File: config.mk
export PLATFORM = sky130hd
export DESIGN_NAME = rom_arbiter2
export DESIGN_NICKNAME = d
export VERILOG_FILES = /design/src/rtl/rom_arb_pkg.sv /design/src/rtl/rom_arbiter2_rr_pick2.sv /design/src/rtl/rom_arbiter2.sv
export SDC_FILE = /design/constraint.sdc
export NUM_CORES = 1
export LEC_CHECK = 0
export CORE_MARGIN = 8
export CORE_UTILIZATION = 40
export CTS_BUF_LIST = sky130_fd_sc_hd__clkbuf_16
export CTS_CLUSTER_SIZE = 14
export DETAILED_ROUTE_END_ITERATION = 8
export PLACE_DENSITY = 0.81
export SETUP_SLACK_MARGIN = 0.05
export SYNTH_ARGS = -nofsm -noshare
export SYNTH_HDL_FRONTEND = slang
export SYNTH_SLANG_ARGS = --single-unit
export TNS_END_PERCENT = 30
File: constraint.sdc
create_clock -name clk -period 1.9 [get_ports clk]
set_input_delay 0.38 -clock clk [delete_from_list [all_inputs] [get_ports clk]]
set_output_delay 0.38 -clock clk [all_outputs]
set_load 0.03 [all_outputs]
File: src/rtl/rom_arb_pkg.sv
`default_nettype none
// ============================================================================
// Module      : rom_arb_pkg
// Description : Shared types and constants for the two-port ROM arbiter:
//               FSM state encoding and requester port identifiers.
// Revision    : 1.0 - initial release
// ============================================================================
package rom_arb_pkg;

  // Arbiter FSM states, explicit 2-bit encoding
  typedef enum logic [1:0] {
    S_IDLE = 2'd0,
    S_READ = 2'd1,
    S_RESP = 2'd2
  } state_t;

  // Requester identifiers
  localparam logic PORT_FETCH = 1'b0;
  localparam logic PORT_DBG   = 1'b1;

endpackage : rom_arb_pkg
`default_nettype wire

File: src/rtl/rom_arbiter2_rr_pick2.sv
`default_nettype none
// ============================================================================
// Module      : rr_pick2
// Description : Two-way round-robin winner selection. A lone requester wins;
//               on a tie the port that was not granted last time wins.
// Revision    : 1.0 - initial release
// ============================================================================
module rr_pick2
  import rom_arb_pkg::*;
(
  input  logic       valid0,
  input  logic       valid1,
  input  logic       last_grant,
  output logic [1:0] grant,
  output logic       grant_valid
);

  // One-hot grant: tie goes to the port opposite last_grant
  always_comb begin
    grant       = 2'b00;
    grant[0]    = valid0 && (!valid1 || (last_grant == PORT_DBG));
    grant[1]    = valid1 && (!valid0 || (last_grant == PORT_FETCH));
    grant_valid = valid0 || valid1;
  end

endmodule : rr_pick2
`default_nettype wire

File: src/rtl/rom_arbiter2.sv
`default_nettype none
// ============================================================================
// Module      : rom_arbiter2
// Description : Shares one combinational-read word memory between an
//               instruction-fetch port (0) and a debug/data port (1). One
//               transaction in flight; registered response held until the
//               owning requester accepts it. Round-robin on ties.
// Revision    : 1.0 - initial release
// ============================================================================
module rom_arbiter2 #(
  parameter int DATA_W = 32,
  parameter int ADDR_W = 8
) (
  input  logic              clk,
  input  logic              rst,
  // port 0 (instruction fetch)
  input  logic              req0_valid,
  input  logic [31:0]       req0_addr,
  output logic              req0_ready,
  output logic              rsp0_valid,
  output logic [DATA_W-1:0] rsp0_data,
  output logic              rsp0_err,
  input  logic              rsp0_ready,
  // port 1 (debug / loader)
  input  logic              req1_valid,
  input  logic [31:0]       req1_addr,
  output logic              req1_ready,
  output logic              rsp1_valid,
  output logic [DATA_W-1:0] rsp1_data,
  output logic              rsp1_err,
  input  logic              rsp1_ready,
  // memory
  output logic [31:0]       mem_a,
  input  logic [DATA_W-1:0] mem_rd
);

  import rom_arb_pkg::*;

  state_t              state;
  state_t              state_nxt;
  logic                last_grant;
  logic                owner;
  logic [31:0]         lat_addr;
  logic [DATA_W-1:0]   rsp_data_q;
  logic                rsp_err_q;
  logic [1:0]          grant;
  logic                grant_valid;
  logic                accept;
  logic                out_of_range;
  logic                owner_rsp_ready;

  rr_pick2 u_pick (
    .valid0      (req0_valid),
    .valid1      (req1_valid),
    .last_grant  (last_grant),
    .grant       (grant),
    .grant_valid (grant_valid)
  );

  // Any significant bit above the memory depth means the word does not exist
  assign out_of_range    = |lat_addr[31:ADDR_W];
  assign owner_rsp_ready = (owner == PORT_FETCH) ? rsp0_ready : rsp1_ready;

  // Next-state logic and request handshakes; ready only ever asserted in IDLE
  always_comb begin
    state_nxt  = state;
    accept     = 1'b0;
    req0_ready = 1'b0;
    req1_ready = 1'b0;
    unique case (state)
      S_IDLE: begin
        req0_ready = grant[0] && req0_valid;
        req1_ready = grant[1] && req1_valid;
        accept     = grant_valid;
        if (grant_valid) state_nxt = S_READ;
      end
      S_READ: state_nxt = S_RESP;
      S_RESP: if (owner_rsp_ready) state_nxt = S_IDLE;
      default: state_nxt = S_IDLE;
    endcase
  end

  // State register
  always_ff @(posedge clk) begin
    if (rst) state <= S_IDLE;
    else     state <= state_nxt;
  end

  // Request latch on accept, response capture at the end of READ
  always_ff @(posedge clk) begin
    if (rst) begin
      last_grant <= PORT_DBG;
      owner      <= PORT_FETCH;
      lat_addr   <= '0;
      rsp_data_q <= '0;
      rsp_err_q  <= 1'b0;
    end else begin
      if (accept) begin
        lat_addr   <= grant[1] ? req1_addr : req0_addr;
        owner      <= grant[1];
        last_grant <= grant[1];
      end
      if (state == S_READ) begin
        rsp_data_q <= out_of_range ? '0 : mem_rd;
        rsp_err_q  <= out_of_range;
      end
    end
  end

  // Response valid only for the owner while the response is held
  assign rsp0_valid = (state == S_RESP) && (owner == PORT_FETCH);
  assign rsp1_valid = (state == S_RESP) && (owner == PORT_DBG);
  assign rsp0_data  = rsp_data_q;
  assign rsp1_data  = rsp_data_q;
  assign rsp0_err   = rsp_err_q;
  assign rsp1_err   = rsp_err_q;
  assign mem_a      = (state == S_IDLE) ? 32'd0 : lat_addr;

endmodule : rom_arbiter2
`default_nettype wire
=== Word-level counts from Yosys, hierarchy flattened ===
Cells that the tools add are included.

* Register bits: 69
* Bits in latches: 0
* Memory bits (writable): 0
* Memory bits (read-only): 0
* Input port bits: 102
* Output and inout bits: 102
* Word-level logic and storage cells: 36
* Memories: 0

* Add/sub/neg operators: 0
* $mul: 0
* Div/mod/pow operators: 0
* Magnitude comparators: 0
* Eq/ne operators: 4
* Shift operators: 0
* Mux-type cells: 10
* Bitwise logic cells: 2
* Reduce and logical (&&, ||, !) cells: 14

{| class="wikitable"
|+ Operators by type and width
! cell !! count
|-
| $mux 32 || 3
|-
| $reduce_or 24->1 || 1
|-
| $logic_and 1x1->1 || 6
|-
| $pmux 2 s3 || 1
|-
| $mux 1 || 4
|-
| $mux 2 || 2
|-
| $ne 2x2->1 const B || 2
|-
| $logic_or 1x1->1 || 3
|-
| $eq 2x1->1 const B || 1
|-
| $eq 2x2->1 const B || 1
|-
| $logic_not 1->1 || 2
|-
| $logic_not 2->1 || 1
|-
| $not 1->1 || 2
|-
| $reduce_and 2->1 || 1
|}

=== Longest topological paths before layout ===
* Depth after elaboration: 5
* Depth in mapped cells: 5
* Depth with buffers taken out: 4

=== By module ===
From an unflattened synthesis, not the netlist that was laid out.

* Cell total of the unflattened synthesis: 393
* Area total of the unflattened synthesis: 3,761.1 um^2

{| class="wikitable"
|+ By module, submodules not included
! module !! times used !! cells each !! area an instance (um^2) !! sequential area each (um^2)
|-
| rom_arbiter2 || 1 || 389 || 3,736.1 || 1,381.3
|-
| rr_pick2 || 1 || 4 || 25.0 || 0.0
|}

=== Worst setup path before layout ===
Ideal clock, no wire load.

* Path type: flip-flop to output port
* Start point: register state[1]
* End point: output port req0_ready
* Data arrival time: 1.269 ns
* Required time: 1.520 ns
* Slack: 0.251 ns
* Cell stages (with the launch flop): 5
* Buffers on the path: 2
* Path through: dfxtp_1 -> or2_1 -> clkbuf_1 -> clkbuf_1 -> nor2_1

* Word-level cells in the longest chain between the ends: 2

{| class="wikitable"
|+ Ends and longest elaborated chain
! element !! line !! source
|-
| start: declaration || rom_arbiter2.sv:39 || <nowiki>state_t state;</nowiki>
|-
| start signal: assignment || rom_arbiter2.sv:86 || <nowiki>else state <= state_nxt;</nowiki>
|-
| $logic_not 2->1 || rom_arbiter2.sv:70 || <nowiki>unique case (state)</nowiki>
|-
| $mux 1 || rom_arbiter2.sv:70 ||
|-
| end: declaration || rom_arbiter2.sv:19 || <nowiki>output logic req0_ready,</nowiki>
|}

No other way between the ends.

=== Worst setup path after layout ===
* Start point: register state[1]
* End point: output port mem_a[25]

* Word-level cells in the longest chain between the ends: 2

{| class="wikitable"
|+ Ends and longest elaborated chain
! element !! line !! source
|-
| $logic_not 2->1 || rom_arbiter2.sv:117 || <nowiki>assign mem_a = (state == S_IDLE) ? 32'd0 : lat_addr;</nowiki>
|-
| $mux 32 || rom_arbiter2.sv:117 ||
|-
| end: declaration || rom_arbiter2.sv:33 || <nowiki>output logic [31:0] mem_a,</nowiki>
|}

No other way between the ends.

==> out/metrics.yaml <==
global_routing:
  overflow: 0
  grtUsageTotal_pct: 18.6
  grt_pass1_vias: 3857
  grt_pass1_wl_mm: 19.5
  grt_max_degree: 57
  antenna_found_initial: 0
placed_design:
  pre_cts_ws_ns: -0.495
  dp_hpwl_mm: 9.49
  port_buffers: 203
  place_congestion: 0.814
critical_path:
  worstPathMaxFanout: 34
  critPathCaptureType: "primary output"
  crit_path_start_kind: "register"
  path_class: "reg2out"
  critical_path_required_ns: 1.52
  arrival_ns: 1.47
cts:
  numClockSinks: 69
  cts_buffer_depth: 2
  numCtsBuffers: 9
  htree_levels: 3
  clk_latency_ns: 0.32
  cts_tree: "built"
  path_clk_slew_ns: 0.05
  cts_root_buffer: "clkbuf_16"
  post_cts_buffers: 0
run:
  maxCapViolations: 0
drt:
  dr_total_vias: 3754
  dr.first_iter.drc_count: 115
  route.final.wire_length_mm: 12.7
  ant_nets: 0
  wire_per_inst_um: 17.6
  drcViolationCount: 0
  first_pass_iters: 4
  vias_per_cell: 5.22
layout:
  drive_gt1_share_pct: 17.6
  fillers: 736
  antennaDiodeCount: 0
  fin_nets: 687
  area_delta_synth_final_pct: 58.7
  multi_input_area_um2: 1870
  final-seq-area_um2: 1380
die:
  rows: 35
  dieHeight_um: 113
  die_area_um2: 12800
  design.core.area_um2: 9240
  die_x_um: 113
  num_io_pins: 204
  initial_core_util_pct: 41.0
power_and_ir_drop:
  p_per_area_nw_per_um2: 716
  power.leakage_nw: 2.51
  p_total_w: 0.00430
  vdd_drop_max_uv: 486
timing:
  post-route-period-util_pct: 97.2
  setup_ws_ns: 0.0540
  rsz0062_at_grt: "true"
  fin_crit_ns: 1.85
  finalSetupViolCount: 0
  slew_headroom_pct: 52.7
  hold_violations: 0
  clock_skew_ns: 0.0103
  tightest_slew_ns: 0.708
  slew_violations: 0
  fmax_mhz: 542
  setup-tns-final_ns: 0
synth:
  yosys_warnings: 0
  synth_cell_type_count: 30
  synth_cells: 433
  ys_top_cells_by_count: "dfxtp_1 (69), nand2_1 (66), a21oi_1 (35), inv_1 (35)"
  synth_area_leaders: "dfxtp_1 (36%), o41ai_2 (12%), a311oi_1 (7.4%)"
  yosysSeqAreaShare_pct: 36.4
  synth_edf_count: 0
  syn_nets: 535
  netlist_area_um2: 3790
  synth_most_common_cell: "dfxtp_1"
  async_reset_ff_share_pct: 0
  yosys_register_bits: 69
  syn_area_per_cell_um2: 8.76
  yosysTopAreaCell: "dfxtp_1"
  synth_top_area_share_pct: 36.4
  synth_flop_cell: "dfxtp_1"
run_status:
  status: "completed"
hold_path:
  hold_class: "in2reg"
-- stage by stage --
stage	util [%]	cells	hold WS, ns	instance area (um^2)
after floorplan	-	433	0.488	3790
after global routing	65.1	719	0.511	6020
after CTS	64.6	719	0.492	5970
after detailed placement	61.6	703	0.505	5690
final	65.1	719	0.500	6020
after global placement	61.6	703	0.488	5690
-- kinds of logic (layout without fill, tap and decap cells) --
logic type / Yosys count / after routing / synth area share, %
AO/OA/AOI/OAI: 105 / 105 / 26.4
AND/OR/NAND/NOR: 149 / 149 / 22.0
buffers and inverters: 109 / 266 / 14.9
flip-flops: 69 / 69 / 36.4
multiplexers: 1 / 1 / 0.264
-- cell usage in the layout, fill, tap and decap left out, drive strengths merged --
master and instances:
a211o 1, a21bo 1, a21boi 1, a21oi 35, a311oi 32, and2 32, and3b 1, buf 47
bufinv 1, clkbuf 9, clkdlybuf4s50 164, clkinv 3, clkinvlp 1, dfxtp 69, dlygate4sd2 2, dlymetal6s2s 2
inv 37, mux2i 1, nand2 66, nand2b 1, nand3 1, nand3b 33, nand4b 1, nor2 5
nor3b 1, nor4 6, o21a 1, o21ai 2, o41ai 32, or2 2
-- sequential cells by signal, indices dropped and copies added, names as in the netlist --
name and count:
state 2, owner 1, rsp0_data 32, last_grant 1, rsp0_err 1, lat_addr 32
-- timing repair --
| item | 4_1_cts | 5_1_grt |
|---|---|---|
| hold buffers | 0 | 0 |
| endpoints found under the hold margin | 0 | 0 |
| pin swaps | 0 | 2 |
| gates resized for setup | 2 | 14 |
| setup endpoints to repair | 68 | 66 |
-- cell type report --
| cell class | count | share of cell area [%] |
|---|---|---|
| tap | 129 | 2.68 |
| clock buffer | 9 | 3.74 |
| inverter | 35 | 2.18 |
| sequential | 69 | 23.0 |
| clock inverter | 7 | 0.978 |
| multi-input combinational | 255 | 31.1 |
| timing repair buffer | 215 | 36.3 |
-- worst max-delay path: stages (launching register included) --
cell and delay, ns:
dfxtp_2 0.34, or2_4 0.28, buf_12 0.17, and2_1 0.20, buf_12 0.15
-- routing by layer --
| layer | part of all wire, % | wire [um] | GRT usage (%) |
|---|---|---|---|
| met4 | 1.2 | 149 | 6.48 |
| met1 | 42 | 5380 | 21.3 |
| met3 | 9.2 | 1160 | 5.96 |
| met5 | 0 | 0 | 0 |
| met2 | 47 | 5980 | 31.7 |
-- power breakdown --
| group | total (W) | switching, W | internal [W] |
|---|---|---|---|
| logic | 0.00108 | 0.000575 | 0.000506 |
| registers | 0.00163 | 0.0000839 | 0.00155 |
| clock network | 0.00159 | 0.000595 | 0.000997 |
| total | 0.00430 | 0.00125 | 0.00305 |
-- final timing paths --
check	startpoint	cells past startpoint	end	slack (ns)
max reg2reg	lat_addr[9]	4	rsp0_data[0]	0.25
min reg2reg	rsp0_data[31]	2	rsp0_data[31]	0.51
min	rst	2	rsp0_data[7]	0.50
max	state[1]	4	mem_a[25]	0.05
Power figures use the tool's default switching activity.
